`config.mk`:
```
export PLATFORM = sky130hd
export DESIGN_NAME = vga_sync_gen
export DESIGN_NICKNAME = d
export VERILOG_FILES = /design/src/rtl/vga_pkg.sv /design/src/rtl/vga_delay_line.sv /design/src/rtl/vga_sync_gen.sv
export SDC_FILE = /design/constraint.sdc
export NUM_CORES = 1
export LEC_CHECK = 0
export CORE_MARGIN = 8
export CORE_UTILIZATION = 40
export CTS_CLUSTER_DIAMETER = 30
export DETAILED_ROUTE_END_ITERATION = 10
export GPL_ROUTABILITY_DRIVEN = 0
export PLACE_DENSITY_LB_ADDON = 0.12
export SLEW_MARGIN = 20
export SYNTH_ARGS = -nofsm -noshare
export SYNTH_HDL_FRONTEND = slang
export SYNTH_SLANG_ARGS = --single-unit
```
`constraint.sdc`:
```
create_clock -name clk -period 2.55 [get_ports clk]
set_input_delay 0.51 -clock clk [delete_from_list [all_inputs] [get_ports clk]]
set_output_delay 0.51 -clock clk [all_outputs]
set_load 0.01 [all_outputs]
```
`src/rtl/vga_pkg.sv`:
```
// Shared timing constants and types for the 800x600@60 video sync generator.
package vga_pkg;

    // Default 800x600@60 timing, 40 MHz pixel clock
    localparam int VGA_H_ACTIVE    = 800;
    localparam int VGA_H_FP        = 40;
    localparam int VGA_H_SYNC      = 128;
    localparam int VGA_H_BP        = 88;
    localparam int VGA_V_ACTIVE    = 600;
    localparam int VGA_V_FP        = 1;
    localparam int VGA_V_SYNC      = 4;
    localparam int VGA_V_BP        = 23;
    localparam bit VGA_SYNC_POL    = 1'b1;
    localparam int VGA_PIX_LATENCY = 2;

    localparam int VGA_H_TOTAL = VGA_H_ACTIVE + VGA_H_FP + VGA_H_SYNC + VGA_H_BP;
    localparam int VGA_V_TOTAL = VGA_V_ACTIVE + VGA_V_FP + VGA_V_SYNC + VGA_V_BP;

    // Beam counter widths (cover 0..1055 and 0..627)
    localparam int X_W = 11;
    localparam int Y_W = 10;

    // Timing word carried alongside the pixel pipeline
    typedef struct packed {
        logic active;
        logic hs;
        logic vs;
    } timing_word_t;

    localparam int TIMING_W = $bits(timing_word_t);

endpackage

```
`src/rtl/vga_delay_line.sv`:
```
// Fixed-depth shift register with synchronous active-low clear.
// DEPTH = 0 degenerates to a plain wire.
module vga_delay_line #(
    parameter int WIDTH = 1,
    parameter int DEPTH = 1
) (
    input  logic             clk,
    input  logic             clear_n,
    input  logic [WIDTH-1:0] din,
    output logic [WIDTH-1:0] dout
);

    generate
        if (DEPTH == 0) begin : g_wire
            assign dout = din;
        end else begin : g_shift
            logic [WIDTH-1:0] stage_reg [DEPTH];

            for (genvar gi = 0; gi < DEPTH; gi++) begin : g_stage
                if (gi == 0) begin : g_first
                    // first stage samples the input word
                    always_ff @(posedge clk) begin
                        if (!clear_n) begin
                            stage_reg[0] <= '0;
                        end else begin
                            stage_reg[0] <= din;
                        end
                    end
                end else begin : g_next
                    // later stages shift the previous stage forward
                    always_ff @(posedge clk) begin
                        if (!clear_n) begin
                            stage_reg[gi] <= '0;
                        end else begin
                            stage_reg[gi] <= stage_reg[gi-1];
                        end
                    end
                end
            end

            assign dout = stage_reg[DEPTH-1];
        end
    endgenerate

endmodule

```
`src/rtl/vga_sync_gen.sv`:
```
// Beam counters, coordinate-phase sync decode and the aligned pixel/sync
// output register that feeds the VGA pins.
module vga_sync_gen
    import vga_pkg::*;
#(
    parameter int H_ACTIVE    = VGA_H_ACTIVE,
    parameter int H_FP        = VGA_H_FP,
    parameter int H_SYNC      = VGA_H_SYNC,
    parameter int H_BP        = VGA_H_BP,
    parameter int V_ACTIVE    = VGA_V_ACTIVE,
    parameter int V_FP        = VGA_V_FP,
    parameter int V_SYNC      = VGA_V_SYNC,
    parameter int V_BP        = VGA_V_BP,
    parameter bit SYNC_POL    = VGA_SYNC_POL,
    parameter int PIX_LATENCY = VGA_PIX_LATENCY   // legal 0..4
) (
    input  logic           clk,
    input  logic           reset_n,
    input  logic           enable,
    output logic [X_W-1:0] x,
    output logic [Y_W-1:0] y,
    output logic           active,
    input  logic           pixel_in,
    output logic           vga_pixel,
    output logic           vga_hsync,
    output logic           vga_vsync,
    output logic           frame_start,
    output logic           line_start
);

    localparam int H_TOTAL = H_ACTIVE + H_FP + H_SYNC + H_BP;
    localparam int V_TOTAL = V_ACTIVE + V_FP + V_SYNC + V_BP;

    localparam logic [X_W-1:0] X_LAST   = X_W'(H_TOTAL - 1);
    localparam logic [X_W-1:0] X_ACT    = X_W'(H_ACTIVE);
    localparam logic [X_W-1:0] X_HS_BEG = X_W'(H_ACTIVE + H_FP);
    localparam logic [X_W-1:0] X_HS_END = X_W'(H_ACTIVE + H_FP + H_SYNC);
    localparam logic [Y_W-1:0] Y_LAST   = Y_W'(V_TOTAL - 1);
    localparam logic [Y_W-1:0] Y_ACT    = Y_W'(V_ACTIVE);
    localparam logic [Y_W-1:0] Y_VS_BEG = Y_W'(V_ACTIVE + V_FP);
    localparam logic [Y_W-1:0] Y_VS_END = Y_W'(V_ACTIVE + V_FP + V_SYNC);

    // Reset and disable behave identically for all state
    logic run;
    assign run = reset_n & enable;

    logic [X_W-1:0] x_reg;
    logic [Y_W-1:0] y_reg;

    // Beam counters: x every clock, y on each x wrap
    always_ff @(posedge clk) begin
        if (!run) begin
            x_reg <= '0;
            y_reg <= '0;
        end else if (x_reg == X_LAST) begin
            x_reg <= '0;
            y_reg <= (y_reg == Y_LAST) ? '0 : y_reg + Y_W'(1);
        end else begin
            x_reg <= x_reg + X_W'(1);
        end
    end

    // Coordinate-phase decode
    logic active_raw;
    logic hs_raw;
    logic vs_raw;

    assign active_raw = (x_reg < X_ACT) && (y_reg < Y_ACT);
    assign hs_raw     = (x_reg >= X_HS_BEG) && (x_reg < X_HS_END);
    assign vs_raw     = (y_reg >= Y_VS_BEG) && (y_reg < Y_VS_END);

    assign x           = x_reg;
    assign y           = y_reg;
    assign active      = enable & active_raw;
    assign line_start  = enable & (x_reg == '0);
    assign frame_start = line_start & (y_reg == '0);

    // Timing word travels with the game pipeline so it lands next to pixel_in
    timing_word_t tw_now;
    timing_word_t tw_dly;

    assign tw_now = '{active: active, hs: hs_raw, vs: vs_raw};

    vga_delay_line #(
        .WIDTH (TIMING_W),
        .DEPTH (PIX_LATENCY)
    ) u_tw_delay (
        .clk     (clk),
        .clear_n (run),
        .din     (tw_now),
        .dout    (tw_dly)
    );

    logic pixel_reg;
    logic hsync_reg;
    logic vsync_reg;

    // Pin register; AND-masking keeps an undefined pixel_in out of blanking
    always_ff @(posedge clk) begin
        if (!run) begin
            pixel_reg <= 1'b0;
            hsync_reg <= ~SYNC_POL;
            vsync_reg <= ~SYNC_POL;
        end else begin
            pixel_reg <= pixel_in & tw_dly.active;
            hsync_reg <= tw_dly.hs ? SYNC_POL : ~SYNC_POL;
            vsync_reg <= tw_dly.vs ? SYNC_POL : ~SYNC_POL;
        end
    end

    assign vga_pixel = pixel_reg;
    assign vga_hsync = hsync_reg;
    assign vga_vsync = vsync_reg;

endmodule

```
; ---- Yosys cells after proc, flatten, opt, wreduce, memory -nomap -nowiden
; Memories as Yosys holds them, arrays and structs flattened.
; Index checks and enable logic that the tools add are counted.
[word_totals]
out_inout_bits = 27
reg_bits = 24
wordCells = 37
in_bits = 4
mem_count = 1
mem_bits_rw = 6
[classes]
order_cmp = 6
mux = 7
addsub = 2
n_eq_ne = 2
n_bitwise = 8
reduce_logical = 6
[memory_table]
columns = name, depth, width, rd, rd_ports_with_merged_regs, wr, line_no
row1 = u_tw_delay.g_shift.stage_reg, 2, 3, 2, 0, 2, vga_delay_line.sv:17  ; logic [WIDTH-1:0] stage_reg [DEPTH];
[op_table]
columns = cell, count
row1 = "less-than comparator 11 x 10 -> 1 bit, second input constant", 2
row2 = "less-than comparator 10 bit, second input constant", 2
row3 = "adder 11 x 1 -> 11 bit, second input constant", 1
row4 = "equality test 11 bit, second input constant", 1
row5 = ">= comparator 11 x 10 -> 1 bit, second input constant", 1
row6 = logical NOT 11 bit, 1
row7 = "adder 10 x 1 -> 10 bit, second input constant", 1
row8 = "equality test 10 bit, second input constant", 1
row9 = ">= comparator 10 bit, second input constant", 1
row10 = logical NOT 10 bit, 1
row11 = 2-to-1 mux 10 bit, 1
row12 = 2-to-1 mux 3 bit, 2
row13 = bitwise AND 1 bit, 5
row14 = 2-to-1 mux 1 bit, 4
row15 = logical AND 1 bit, 3
row16 = bitwise OR 1 bit, 2
row17 = OR reduction 2 bit, 1
row18 = NOT 1 bit, 1

; ---- Depth between registers and ports, before layout
; Gate-level depths: netlist of the first run.
[logic_depth]
word_depth = 4
depth_mapped = 6
depth_no_buf = 5

; ---- Hierarchy
; Synthesis of the first run repeated with hierarchy kept, for this count alone.
[hier_totals]
cells_unflattened = 160
area_unflattened_um2 = 1378.8
[by_module_without_submodules]
columns = module, instances, seq_area_each_um2, area_per_inst_um2, cells_per_inst
row1 = vga_sync_gen, 1, 480.5, 1221.2, 148
row2 = vga_delay_line, 1, 120.1, 157.7, 12

; ---- Worst setup path before layout of the first run
; No wires, ideal clock.
[synth_path]
path_type = reg-to-reg
from = register x_reg[5] (netlist: x[5])
to = register y_reg[7] (netlist: y[7])
arrival_time_ns = 2.211
setup_time_ns = 0.067
path_stages_with_launch = 6
synth_period_minus_slack_ns = 2.277
required_time_ns = 2.483
n_path_buf = 1
setup_slack_ns = 0.273
cell_sequence = dfxtp_1 -> or4_4 -> or4_1 -> buf_2 -> or4_4 -> a21oi_2
[synth_via]
elab_chain_len = 1
[synth_lines]
columns = item, line_no
row1 = "start, declared", vga_sync_gen.sv:47  ; logic [X_W-1:0] x_reg;
row2 = "start signal, assigned", vga_sync_gen.sv:59  ; x_reg <= x_reg + X_W'(1);
row3 = equality test 11 bit, vga_sync_gen.sv:55  ; end else if (x_reg == X_LAST) begin
row4 = "end signal, assigned", vga_sync_gen.sv:57  ; y_reg <= (y_reg == Y_LAST) ? '0 : y_reg + Y_W'(1);
row5 = "end, declared", vga_sync_gen.sv:48  ; logic [Y_W-1:0] y_reg;
; No other way between the ends.
; A chain may end at the register's enable or synchronous reset.

; ---- Worst setup path after layout of the first run
[layout_path]
from = register x_reg[0] (netlist: x[0])
to = output port frame_start
[layout_via]
elab_chain_len = 3
[layout_lines]
columns = item, line_no
row1 = logical NOT 11 bit, vga_sync_gen.sv:75  ; assign line_start = enable & (x_reg == '0);
row2 = bitwise AND 1 bit, vga_sync_gen.sv:75
row3 = bitwise AND 1 bit, vga_sync_gen.sv:76  ; assign frame_start = line_start & (y_reg == '0);
row4 = "end, declared", vga_sync_gen.sv:27  ; output logic frame_start,
; No other way between the ends.

==> summary.txt, run 1 <==
Outcome
  – Outcome: finished, final reports clean

Floorplanning
  – Ports: 31
  – FP Rows: 21
  – Initial Utilization: between 40 and 50%
  – Die Span Y: 74.79 um
  – Die Wd: between 70 and 80 um
  – Core area: 0.003337 mm2
  – Die area: ~0.0056 mm2

STA
  – Slew headroom: 71.05%
  – Hold Violations, Final: 0
  – Final Slew Violations: 0
  – Fin crit share: about nine tenths
  – F_max: roughly 430 MHz
  – Final setup TNS: 0 ns
  – Worst Tran Pin Value: 0.4342 ns
  – Clk_skew: roughly 0.012 ns
  – Final setup fails: 0
  – RSZ-0062 raised after global routing: false
  – Final min period: approximately 2.3 ns

Cells and area
  – P&R area growth vs syn: 35.38%
  – Flip-flop and latch area: roughly 600 um2
  – Antenna diodes: 0
  – Area of the multi-input gates: about 720 um2
  – Largest register FFs: 11
  – Fillers: 307
  – Share of post-route cells with drive strength above 1: 10.05%
  – Non-filler cells, final: about 250
  – Nets@finish: 207

Detailed routing
  – Total Wirelength: 3.383 mm
  – First-pass DRT Iterations: 4
  – Avg WL per Cell: 13.81 um
  – Vias per inst: roughly 5.2
  – DRT antenna net count: 0
  – DRC violations left: 0
  – Initial DRC count: 69
  – Routed vias: 1273

CTS
  – CTS tree: built
  – Clock sink total: 30
  – Root buffer cell: clkbuf_4
  – CTS buffer count: 5
  – Clk buf depth: 2
  – # H-tree levels: 2
  – Post-CTS Setup Repair Bufs: 0
  – Skew-Pair Late Insertion Delay: 0.34 ns
  – Clk slew on worst S/H paths: about 0.10 ns

Synthesis
  – Mapped Avg Cell Area: ~8.5 um2
  – FF+latch count, synth: 30
  – Synth top area share: between 40% and 50%
  – Synthesized area: 0.001383 mm2
  – Most frequent cell after synthesis: dfxtp_1
  – Synth top cells by count: dfxtp_1 (30), nor2_1 (18), nand2_1 (10), nand3_1 (10), xnor2_1 (9)
  – Yosys cell types: 31
  – Number of flops mapped to enable cells by yosys: 0
  – Syn. warnings: 0
  – Sequential area share after synthesis: between 40 and 50%
  – Post-synthesis net count: roughly 170
  – Leading area contributor after synthesis: dfxtp_1
  – Cell count after synthesis: approximately 160
  – Synth area leaders: dfxtp_1 (43%), xnor2_1 (5.7%), nor2_1 (4.9%)
  – Ys async rst share: 0%
  – Top FF cell, synth: dfxtp_1

Critical path
  – Critical path buffers and inverters: 2
  – Critical-path cell list: inv_1 -> ha_1 -> nor4b_1 -> nand3_1 -> nor4_1 -> dlygate4sd2_1
  – Slowest stage delay, CP: ~0.37 ns
  – CP top delay family: simple AND/OR/NAND/NOR gates
  – Critical path endpoint category: output port
  – Critical path arrival: 1.83 ns
  – Crit-path max FO: 6
  – Worst EP required: between 2 and 2.5 ns
  – Reg2reg setup slack: roughly 0.32 ns
  – CP Class: reg -> out
  – Critical-path top delay cell: dfxtp_1
  – CP startpoint kind: flip-flop

Global routing
  – Vias in the first global route: approximately 1.2k
  – Largest net degree at the start of global routing: 12
  – Total gr overflow: 0
  – Gr usage total: 13.07%
  – First-pass GRT wire length: around 5.6 mm
  – Initial antenna violation count: 0

Place
  – I/O Buffers: 30
  – Detail Placement HPWL: ~2.4 mm
  – Cells after DPL: between 200 and 250

Pwr
  – LEAKAGE: around 0.68 nW
  – PwrDens: 540.6 mW/mm2
  – VDD IR max: 0.2626 mV

Run
  – Max-cap violations: 0

Worst hold path
  – Hold/Removal Path Class: reg -> reg
power breakdown:
group / internal (W) / total [W] / switching [W]
registers: 0.000471 / 0.000473 / 0.00000244
logic: 0.0000166 / 0.0000356 / 0.0000190
clock network: 0.000332 / 0.000503 / 0.000171
total: 0.000820 / 0.00101 / 0.000192
kinds of logic after synthesis:
family | after synthesis | share of synthesized area [%]
buf+inv | 15 | 4.163
simple gates | 79 | 30.95
xor+xnor | 13 | 8.235
fa+ha+maj | 5 | 4.525
flops | 30 | 43.44
compound gates | 20 | 8.689
worst paths after layout:
kind / from / to / cells after the start
worst min register to register: u_tw_delay.g_shift.stage_reg[1][2]$_SDFF_PN0_ / vga_pixel$_SDFF_PN0_ / 1
worst min-delay path: u_tw_delay.g_shift.stage_reg[1][2]$_SDFF_PN0_ / vga_pixel$_SDFF_PN0_ / 1
worst max register to register: x[5]$_SDFF_PP0_ / y[0]$_SDFFE_PN0N_ / 5
worst max-delay path: x[0]$_SDFF_PP0_ / frame_start / 6
area by class of cell:
cell class / instances / area share (%)
Inverter: 8 / 1.604
Multi-Input combinational cell: 117 / 38.70
Timing Repair Buffer: 36 / 18.45
Tap cell: 46 / 3.075
Clock inverter: 2 / 3.209
Clock buffer: 6 / 2.741
Sequential cell: 30 / 32.22
metrics by stage:
step	hold WS [ns]	setup slack, ns	util [%]	total power [W]	cell area (um2)
after floorplan	0.4290	0.2725	-	0.0004999	1383
after global placement	0.4382	0.03695	52.68	0.0005219	1758
after detailed placement	0.4522	0.03426	52.68	0.0005225	1758
after CTS	0.4804	0.01125	55.94	0.001026	1867
after global routing	0.4941	0.03259	56.09	0.001054	1872
final	0.4723	0.2085	56.09	0.001012	1872
metal layers:
metal / part of all wire (%) / global-route usage [%]
met5: 0 / 0
met4: 1.7 / 5.870
met2: 43 / 20.04
met1: 47 / 15.34
met3: 8.1 / 5.726
cell usage in the layout, fill, tap and decap left out, types with 2 or more instances in the layout:
cell | synthesis | routed
dlygate4sd2_1 | 0 | 2
inv_1 | 8 | 8
clkdlybuf4s50_1 | 0 | 27
clkbuf_4 | 0 | 5
dfxtp_2 | 0 | 2
o21ai_0 | 7 | 7
or4_4 | 2 | 2
xnor2_1 | 9 | 9
buf_4 | 0 | 6
nor4_1 | 5 | 5
and2_1 | 3 | 3
nand4_1 | 6 | 6
a21oi_1 | 6 | 6
and3_1 | 7 | 7
nor2_1 | 18 | 18
or3_1 | 5 | 5
dfxtp_1 | 30 | 28
nor3_1 | 5 | 5
bufinv_16 | 0 | 2
xor2_1 | 4 | 4
nand2b_1 | 2 | 2
ha_1 | 5 | 5
or4_1 | 3 | 3
nand3_1 | 10 | 10
nand2_1 | 10 | 10
what timing repair did:
item                       in CTS  in global routing
hold buffers                    0                  0
setup endpoints to repair       2                  1
gates resized for setup         2                  3
Note: power is estimated with default switching activity, not from simulation.
==> run 2: changes to the inputs <==
--- a/config.mk
+++ b/config.mk
@@ -5,7 +5,7 @@
 export SDC_FILE = /design/constraint.sdc
 export NUM_CORES = 1
 export LEC_CHECK = 0
-export CORE_MARGIN = 8
+export CORE_MARGIN = 5
 export CORE_UTILIZATION = 40
 export CTS_CLUSTER_DIAMETER = 30
 export DETAILED_ROUTE_END_ITERATION = 10
==> run 2 against run 1 <==
Net effect: setup slack got worse by 0.020 ns; sequential power about the same; worst hold slack got worse by 0.016 ns; core utilization decreased by 0.38 points; routed wire length decreased by 3.6%; final cell count increased by 1.6%; die area decreased by 15%; sequential cell count unchanged; global-route usage increased by 2.1 points; sequential share of layout area increased by 0.15 points; power decreased by 20%.
==> summary.txt, run 2 (synthesized netlist as in run 1, its figures left out) <==
Outcome
  – Outcome: finished, final reports clean (unchanged)

CTS
  – # H-tree levels: 2 (unchanged)
  – CTS buffer count: 5 (unchanged)
  – Clock sink total: 30 (unchanged)
  – Skew-Pair Late Insertion Delay: 0.33 ns (was 0.34 ns)
  – CTS tree: built (unchanged)
  – Clk buf depth: 2 (unchanged)
  – Post-CTS Setup Repair Bufs: 0 (unchanged)
  – Clk slew on worst S/H paths: 0.10 ns (about the same)
  – Root buffer cell: clkbuf_4 (unchanged)

Pwr
  – LEAKAGE: 0.6747 nW (was 0.6756 nW)
  – Seq pwr share: 58.2% (was 46.8%)
  – Psw: 0.0001918 W (was 0.0001921 W)
  – Pint: 0.0006217 W (was 0.0008197 W)
  – Sw Share: 23.58% (was 18.99%)
  – VDD IR max: 0.2186 mV (was 0.2626 mV)
  – Clock power frac: 37.1% (was 49.7%)
  – Comb power frac: 4.7% (was 3.5%)
  – PwrDens: 437.6 mW/mm2 (was 540.6 mW/mm2)

Critical path
  – Critical path endpoint category: output port (unchanged)
  – Critical path buffers and inverters: 3 (was 2)
  – Reg2Reg Depth: 6 (was 5)
  – Crit-path max FO: 6 (unchanged)
  – Worst R2R Start: x[0]$_SDFF_PP0_ (was x[5]$_SDFF_PP0_)
  – CP Class: reg -> out (unchanged)
  – CP startpoint kind: flip-flop (unchanged)
  – Slowest stage delay, CP: 0.37 ns (about the same)
  – CP top delay family: buffers and inverters (was simple AND/OR/NAND/NOR gates)
  – Reg2reg setup slack: 0.31 ns (was 0.32 ns)
  – Critical-path cell list: inv_1 -> ha_1 -> nor4b_2 -> nand3_1 -> buf_4 -> nor3_1 -> dlygate4sd2_1 (was inv_1 -> ha_1 -> nor4b_1 -> nand3_1 -> nor4_1 -> dlygate4sd2_1)
  – Critical-path top delay cell: dfxtp_1 (unchanged)
  – Worst EP required: 2.04 ns (about the same)
  – Critical path arrival: 1.85 ns (was 1.83 ns)
  – Critical R2R Capture: y[0]$_SDFFE_PN0N_ (unchanged)

STA
  – Clk_skew: 0.008779 ns (was 0.01227 ns)
  – Slew headroom: 71.46% (was 71.05%)
  – Fin crit share: 92.62% (was 91.83%)
  – Final setup TNS: 0 ns (unchanged)
  – Hold Worst Slack: 0.4559 ns (was 0.4723 ns)
  – Final Slew Violations: 0 (unchanged)
  – Hold Violations, Final: 0 (unchanged)
  – RSZ-0062 raised after global routing: false (unchanged)
  – Worst Tran Pin Value: 0.4281 ns (was 0.4342 ns)
  – Final setup fails: 0 (unchanged)
  – Final min period: 2.362 ns (was 2.342 ns)
  – F_max: 423.4 MHz (was 427.1 MHz)

Place
  – Detail Placement HPWL: 2.451 mm (was 2.449 mm)
  – I/O Buffers: 30 (unchanged)

Cells and area
  – Antenna diodes: 0 (unchanged)
  – Area of the multi-input gates: 730.7 um2 (was 724.4 um2)
  – Nets@finish: 211 (was 207)
  – Commonest non-fill, non-tap cells in the layout: dfxtp_1 (29), clkdlybuf4s50_1 (27), nor2_1 (18) (was dfxtp_1 (28), clkdlybuf4s50_1 (27), nor2_1 (18), nand2_1 (10), nand3_1 (10))
  – P&R area growth vs syn: 34.48% (was 35.38%)
  – Largest register FFs: 11 (unchanged)
  – Commonest non-fill, non-tap cell in the layout: dfxtp_1 (unchanged)
  – Flip-flop and latch area: 601.8 um2 (was 603.1 um2)
  – Utilization after layout: 55.72% (was 56.09%)
  – Fillers: 335 (was 307)
  – Share of post-route cells with drive strength above 1: 11.82% (was 10.05%)

Worst hold path
  – Hold path depth: 1 (unchanged)
  – Hold/Removal Path Class: reg -> reg (unchanged)
  – Hold Path Sink: vga_pixel$_SDFF_PN0_ (unchanged)
  – Worst Hold Launch: u_tw_delay.g_shift.stage_reg[1][2]$_SDFF_PN0_ (unchanged)

Detailed routing
  – DRC violations left: 0 (unchanged)
  – Vias per inst: 5.221 (was 5.196)
  – Avg WL per Cell: 13.09 um (was 13.81 um)
  – First-pass DRT Iterations: 4 (unchanged)
  – Routed vias: 1300 (was 1273)
  – DRT antenna net count: 0 (unchanged)
  – Total Wirelength: 3.260 mm (was 3.383 mm)
  – Initial DRC count: 79 (was 69)

Global routing
  – Total gr overflow: 0 (unchanged)
  – Gr usage total: 15.14% (was 13.07%)
  – Initial antenna violation count: 0 (unchanged)
  – Vias in the first global route: 1105 (was 1222)
  – Largest net degree at the start of global routing: 12 (unchanged)
  – First-pass GRT wire length: 5.244 mm (was 5.568 mm)

Floorplanning
  – FP Rows: 21 (unchanged)
  – Core area: 0.003337 mm2 (unchanged)
  – Initial Utilization: 41.43% (unchanged)
  – Ports: 31 (unchanged)
  – Die Wd: 68.79 um (was 74.79 um)
  – Die area: 0.004732 mm2 (was 0.005594 mm2)
  – Die Span Y: 68.79 um (was 74.79 um)

Run
  – Max-cap violations: 0 (unchanged)
## run 2: cell count changes in the layout (fill, tap and decap cells not counted)
cell | previous run | this run
buf_4 | 6 | 10
bufinv_16 | 2 | 0
clkinv_2 | 0 | 1
clkinvlp_4 | 0 | 1
dfxtp_1 | 28 | 29
dfxtp_2 | 2 | 1
nor4b_1 | 1 | 0
nor4b_2 | 0 | 1
## run 2: power by group through the flow
stage               combinational (W)  sequential (W)  clock, W
global route                0.0000419        0.000474  0.000331
finish                      0.0000379        0.000473  0.000302
detailed placement          0.0000401        0.000484         0
global placement            0.0000398        0.000484         0
CTS                         0.0000386        0.000474  0.000318
floorplan                   0.0000152        0.000485         0
## run 2: repair_timing
action	CTS	global route
pin swaps	0	0
resized for setup	2	3
hold buffers	0	0
setup endpoints to repair	2	3
## run 2: worst reg2reg max path, cell delays in order (launching register included)
cell     delay, ns
dfxtp_1       0.44
ha_1          0.24
nand4_1       0.24
or4_1         0.53
buf_4         0.19
o21ai_2       0.38
nor2_1        0.09
## run 2: area by class of cell
class / count / area share (%)
flip-flops and latches: 30 / 32.37
clock inverters: 2 / 0.6729
repair buffers: 40 / 20.19
multi-input cells: 117 / 39.30
clock buffers: 6 / 2.759
inverters: 8 / 1.615
well taps: 46 / 3.096
## run 2: worst max-delay path by stage
stage	start	slack [ns]	cells past startpoint	to
after CTS	y[4]$_SDFFE_PN0N_	0.02	4	active
after floorplan	x[5]$_SDFF_PP0_	0.27	5	y[7]$_SDFFE_PN0N_
after global routing	x[0]$_SDFF_PP0_	0.04	6	frame_start
after detailed placement	enable	-0.02	4	frame_start
after global placement	enable	-0.02	5	line_start
final	x[0]$_SDFF_PP0_	0.19	7	line_start
## run 2: stage by stage
stage	worst slack (ns)	std cells	power, W	instance area, um2
finish	0.1882	249	0.0008136	1859
global route	0.03542	249	0.0008475	1859
CTS	0.02172	249	0.0008303	1849
detailed placement	-0.01570	241	0.0005246	1788
global placement	-0.01973	241	0.0005240	1788
floorplan	0.2725	162	0.0004999	1383
## run 2: metal layers
| layer | GRT usage (%) | up-vias | routed length [um] | share of wire (%) |
|---|---|---|---|---|
| li1 | - | 647 | - | - |
| met3 | 5.024 | 7 | 197 | 6.0 |
| met5 | 0 | - | 0 | 0 |
| met4 | 6.569 | 0 | 54 | 1.7 |
| met2 | 23.36 | 38 | 1475 | 45 |
| met1 | 19.15 | 608 | 1533 | 47 |
==> run 3: changes to the inputs <==
--- a/config.mk
+++ b/config.mk
@@ -7,9 +7,9 @@
 export LEC_CHECK = 0
 export CORE_MARGIN = 5
 export CORE_UTILIZATION = 40
-export CTS_CLUSTER_DIAMETER = 30
 export DETAILED_ROUTE_END_ITERATION = 10
 export GPL_ROUTABILITY_DRIVEN = 0
+export GPL_TIMING_DRIVEN = 0
 export PLACE_DENSITY_LB_ADDON = 0.12
 export SLEW_MARGIN = 20
 export SYNTH_ARGS = -nofsm -noshare
==> run 3 against run 2 <==
Net effect: sequential share of layout area is 0.086 points higher; routed wire length is 3.9% lower; final cell count is 1.6% lower; power is 25% higher; first-iteration DRC count is 3.8% lower; combinational power is 8.2% lower; fmax is 2.5% lower; critical path depth is 4 lower; die area stayed put.
==> summary.txt, run 3 (synthesized netlist as in run 1, its figures left out) <==
STA
  – Hold Violations, Final: 0 (unchanged)
  – F_max: 412.7 MHz (was 423.4 MHz)
  – Final Slew Violations: 0 (unchanged)
  – Slew headroom: 72.12% (was 71.46%)
  – Final min period: 2.423 ns (was 2.362 ns)
  – Clk_skew: 0.01424 ns (was 0.008779 ns)
  – Fin crit share: 95.03% (was 92.62%)
  – RSZ-0062 raised after global routing: false (unchanged)
  – Worst Tran Pin Value: 0.4182 ns (was 0.4281 ns)
  – PnR worst setup slack: 0.1268 ns (was 0.1882 ns)
  – Final setup fails: 0 (unchanged)

Critical path
  – Reg2reg setup slack: 0.16 ns (was 0.31 ns)
  – Worst R2R Start: x[5]$_SDFF_PP0_ (was x[0]$_SDFF_PP0_)
  – CP startpoint: x[5]$_SDFF_PP0_ (was x[0]$_SDFF_PP0_)
  – Critical path endpoint category: output port (unchanged)
  – Critical R2R Capture: y[7]$_SDFFE_PN0N_ (was y[0]$_SDFFE_PN0N_)
  – Worst EP required: 2.04 ns (about the same)
  – CP Capture Point: frame_start (was line_start)
  – CP Class: reg -> out (unchanged)
  – Crit-path max FO: 8 (was 6)
  – CP startpoint kind: flip-flop (unchanged)
  – Critical path arrival: 1.91 ns (was 1.85 ns)
  – Reg2Reg Depth: 5 (was 6)

Place
  – Detail Placement HPWL: 2.288 mm (was 2.451 mm)
  – Cells after DPL: 238 (was 241)
  – I/O Buffers: 30 (unchanged)
  – Dpl ws: -0.1844 ns (was -0.01570 ns)
  – Area post-placement: 0.001740 mm2 (was 0.001788 mm2)

CTS
  – Skew-Pair Late Insertion Delay: 0.34 ns (was 0.33 ns)
  – Root buffer cell: clkbuf_4 (unchanged)
  – CTS tree: built (unchanged)
  – Clk buf depth: 2 (unchanged)
  – CTS buffer count: 5 (unchanged)
  – Clock sink total: 30 (unchanged)
  – # H-tree levels: 2 (unchanged)
  – Post-CTS Setup Repair Bufs: 0 (unchanged)
  – Clk slew on worst S/H paths: 0.11 ns (was 0.10 ns)

Worst hold path
  – Hold/Removal Path Class: reg -> reg (unchanged)
  – Hold path depth: 1 (unchanged)

Pwr
  – Power after layout: 0.001014 W (was 0.0008136 W)
  – Clock power frac: 49.9% (was 37.1%)
  – LEAKAGE: 0.6457 nW (was 0.6747 nW)
  – Comb power frac: 3.4% (was 4.7%)
  – VDD IR max: 0.3594 mV (was 0.2186 mV)
  – Psw: 0.0001954 W (was 0.0001918 W)
  – PwrDens: 548.2 mW/mm2 (was 437.6 mW/mm2)
  – Pint: 0.0008190 W (was 0.0006217 W)
  – Sw Share: 19.26% (was 23.58%)
  – Seq pwr share: 46.7% (was 58.2%)

Cells and area
  – Utilization after layout: 55.46% (was 55.72%)
  – Non-filler cells, final: 245 (was 249)
  – Commonest non-fill, non-tap cells in the layout: dfxtp_1 (30), clkdlybuf4s50_1 (27), nor2_1 (18), nand2_1 (10), nand3_1 (10) (was dfxtp_1 (29), clkdlybuf4s50_1 (27), nor2_1 (18))
  – Nets@finish: 207 (was 211)
  – Largest register FFs: 11 (unchanged)
  – Antenna diodes: 0 (unchanged)
  – Fin area: 0.001851 mm2 (was 0.001859 mm2)
  – Commonest non-fill, non-tap cell in the layout: dfxtp_1 (unchanged)
  – Share of post-route cells with drive strength above 1: 7.035% (was 11.82%)
  – P&R area growth vs syn: 33.85% (was 34.48%)

Run
  – Max-cap violations: 0 (unchanged)

Detailed routing
  – Avg WL per Cell: 12.79 um (was 13.09 um)
  – Total Wirelength: 3.134 mm (was 3.260 mm)
  – First-pass DRT Iterations: 4 (unchanged)
  – Routed vias: 1242 (was 1300)
  – DRT antenna net count: 0 (unchanged)
  – Vias per inst: 5.069 (was 5.221)
  – DRC violations left: 0 (unchanged)
  – Initial DRC count: 76 (was 79)

Floorplanning
  – Die area: 0.004732 mm2 (unchanged)
  – Die Span Y: 68.79 um (unchanged)
  – Ports: 31 (unchanged)
  – Die Wd: 68.79 um (unchanged)
  – FP Rows: 21 (unchanged)
  – Initial Utilization: 41.43% (unchanged)
  – Core area: 0.003337 mm2 (unchanged)

Global routing
  – Vias in the first global route: 1199 (was 1105)
  – First-pass GRT wire length: 5.402 mm (was 5.244 mm)
  – Total gr overflow: 0 (unchanged)
  – Largest net degree at the start of global routing: 12 (unchanged)
  – Gr usage total: 15.44% (was 15.14%)
  – Initial antenna violation count: 0 (unchanged)

Outcome
  – Outcome: finished, final reports clean (unchanged)
==> run 3: changes by cell type in the layout (fill, tap and decap cells not counted), sizes merged <==
cell,before,now
bufinv,0,2
clkbuf,6,11
clkinvlp,1,0
buf,10,1
clkinv,1,0
dlymetal6s2s,1,0
dlygate4sd2,2,3
==> run 3: timing repair <==
item	in CTS	in global routing
setup endpoints to repair	3	0
endpoints found under the hold margin	0	0
hold buffers	0	0
resized for setup	4	0
==> run 3: power by group through the flow <==
stage                     clock network, W   logic, W  registers (W)
after floorplan                          0  0.0000152       0.000485
after global placement                   0  0.0000369       0.000484
after detailed placement                 0  0.0000372       0.000485
after CTS                         0.000514  0.0000356       0.000474
after global routing              0.000535  0.0000385       0.000474
final                             0.000506  0.0000348       0.000474
==> run 3: per-layer routing <==
metal	global-route usage, %	wire, um
met3	6.159	191
met5	0	0
met1	18.87	1486
met4	7.056	51
met2	23.72	1405
==> run 3: per-stage QoR <==
step	setup TNS, ns	hold WS (ns)
final	0	0.4695
after global routing	0	0.4947
after CTS	0	0.4738
after detailed placement	-0.2026	0.4511
after global placement	-0.1621	0.4381
after floorplan	0	0.4290
==> run 3: worst min path at each step <==
stage                                                   from                                       endpoint  slack, ns
6_report       u_tw_delay.g_shift.stage_reg[1][2]$_SDFF_PN0_                           vga_pixel$_SDFF_PN0_       0.47
5_1_grt        u_tw_delay.g_shift.stage_reg[0][0]$_SDFF_PN0_  u_tw_delay.g_shift.stage_reg[1][0]$_SDFF_PN0_       0.49
4_1_cts        u_tw_delay.g_shift.stage_reg[1][1]$_SDFF_PN0_                           vga_hsync$_SDFF_PN0_       0.47
3_5_place_dp   u_tw_delay.g_shift.stage_reg[1][1]$_SDFF_PN0_                           vga_hsync$_SDFF_PN0_       0.45
3_3_place_gp   u_tw_delay.g_shift.stage_reg[1][2]$_SDFF_PN0_                           vga_pixel$_SDFF_PN0_       0.44
2_1_floorplan  u_tw_delay.g_shift.stage_reg[1][2]$_SDFF_PN0_                           vga_pixel$_SDFF_PN0_       0.43
==> run 3: cell type report <==
| type | count | area [um2] |
|---|---|---|
| repair buffers | 30 | 296.5 |
| plain buffers | 6 | 23.77 |
| flip-flops and latches | 30 | 600.6 |
| clock buffers | 6 | 51.30 |
| multi-input cells | 117 | 730.7 |
| inverters | 8 | 30.03 |
| well taps | 46 | 57.56 |
| clock inverters | 2 | 60.06 |
| fillers | 326 | 1486 |
==> run 3: critical path, stage by stage (launching register included) <==
cell and delay (ns):
dfxtp_1 0.41, or4_4 0.60, nor4_2 0.27, dlygate4sd2_1 0.30
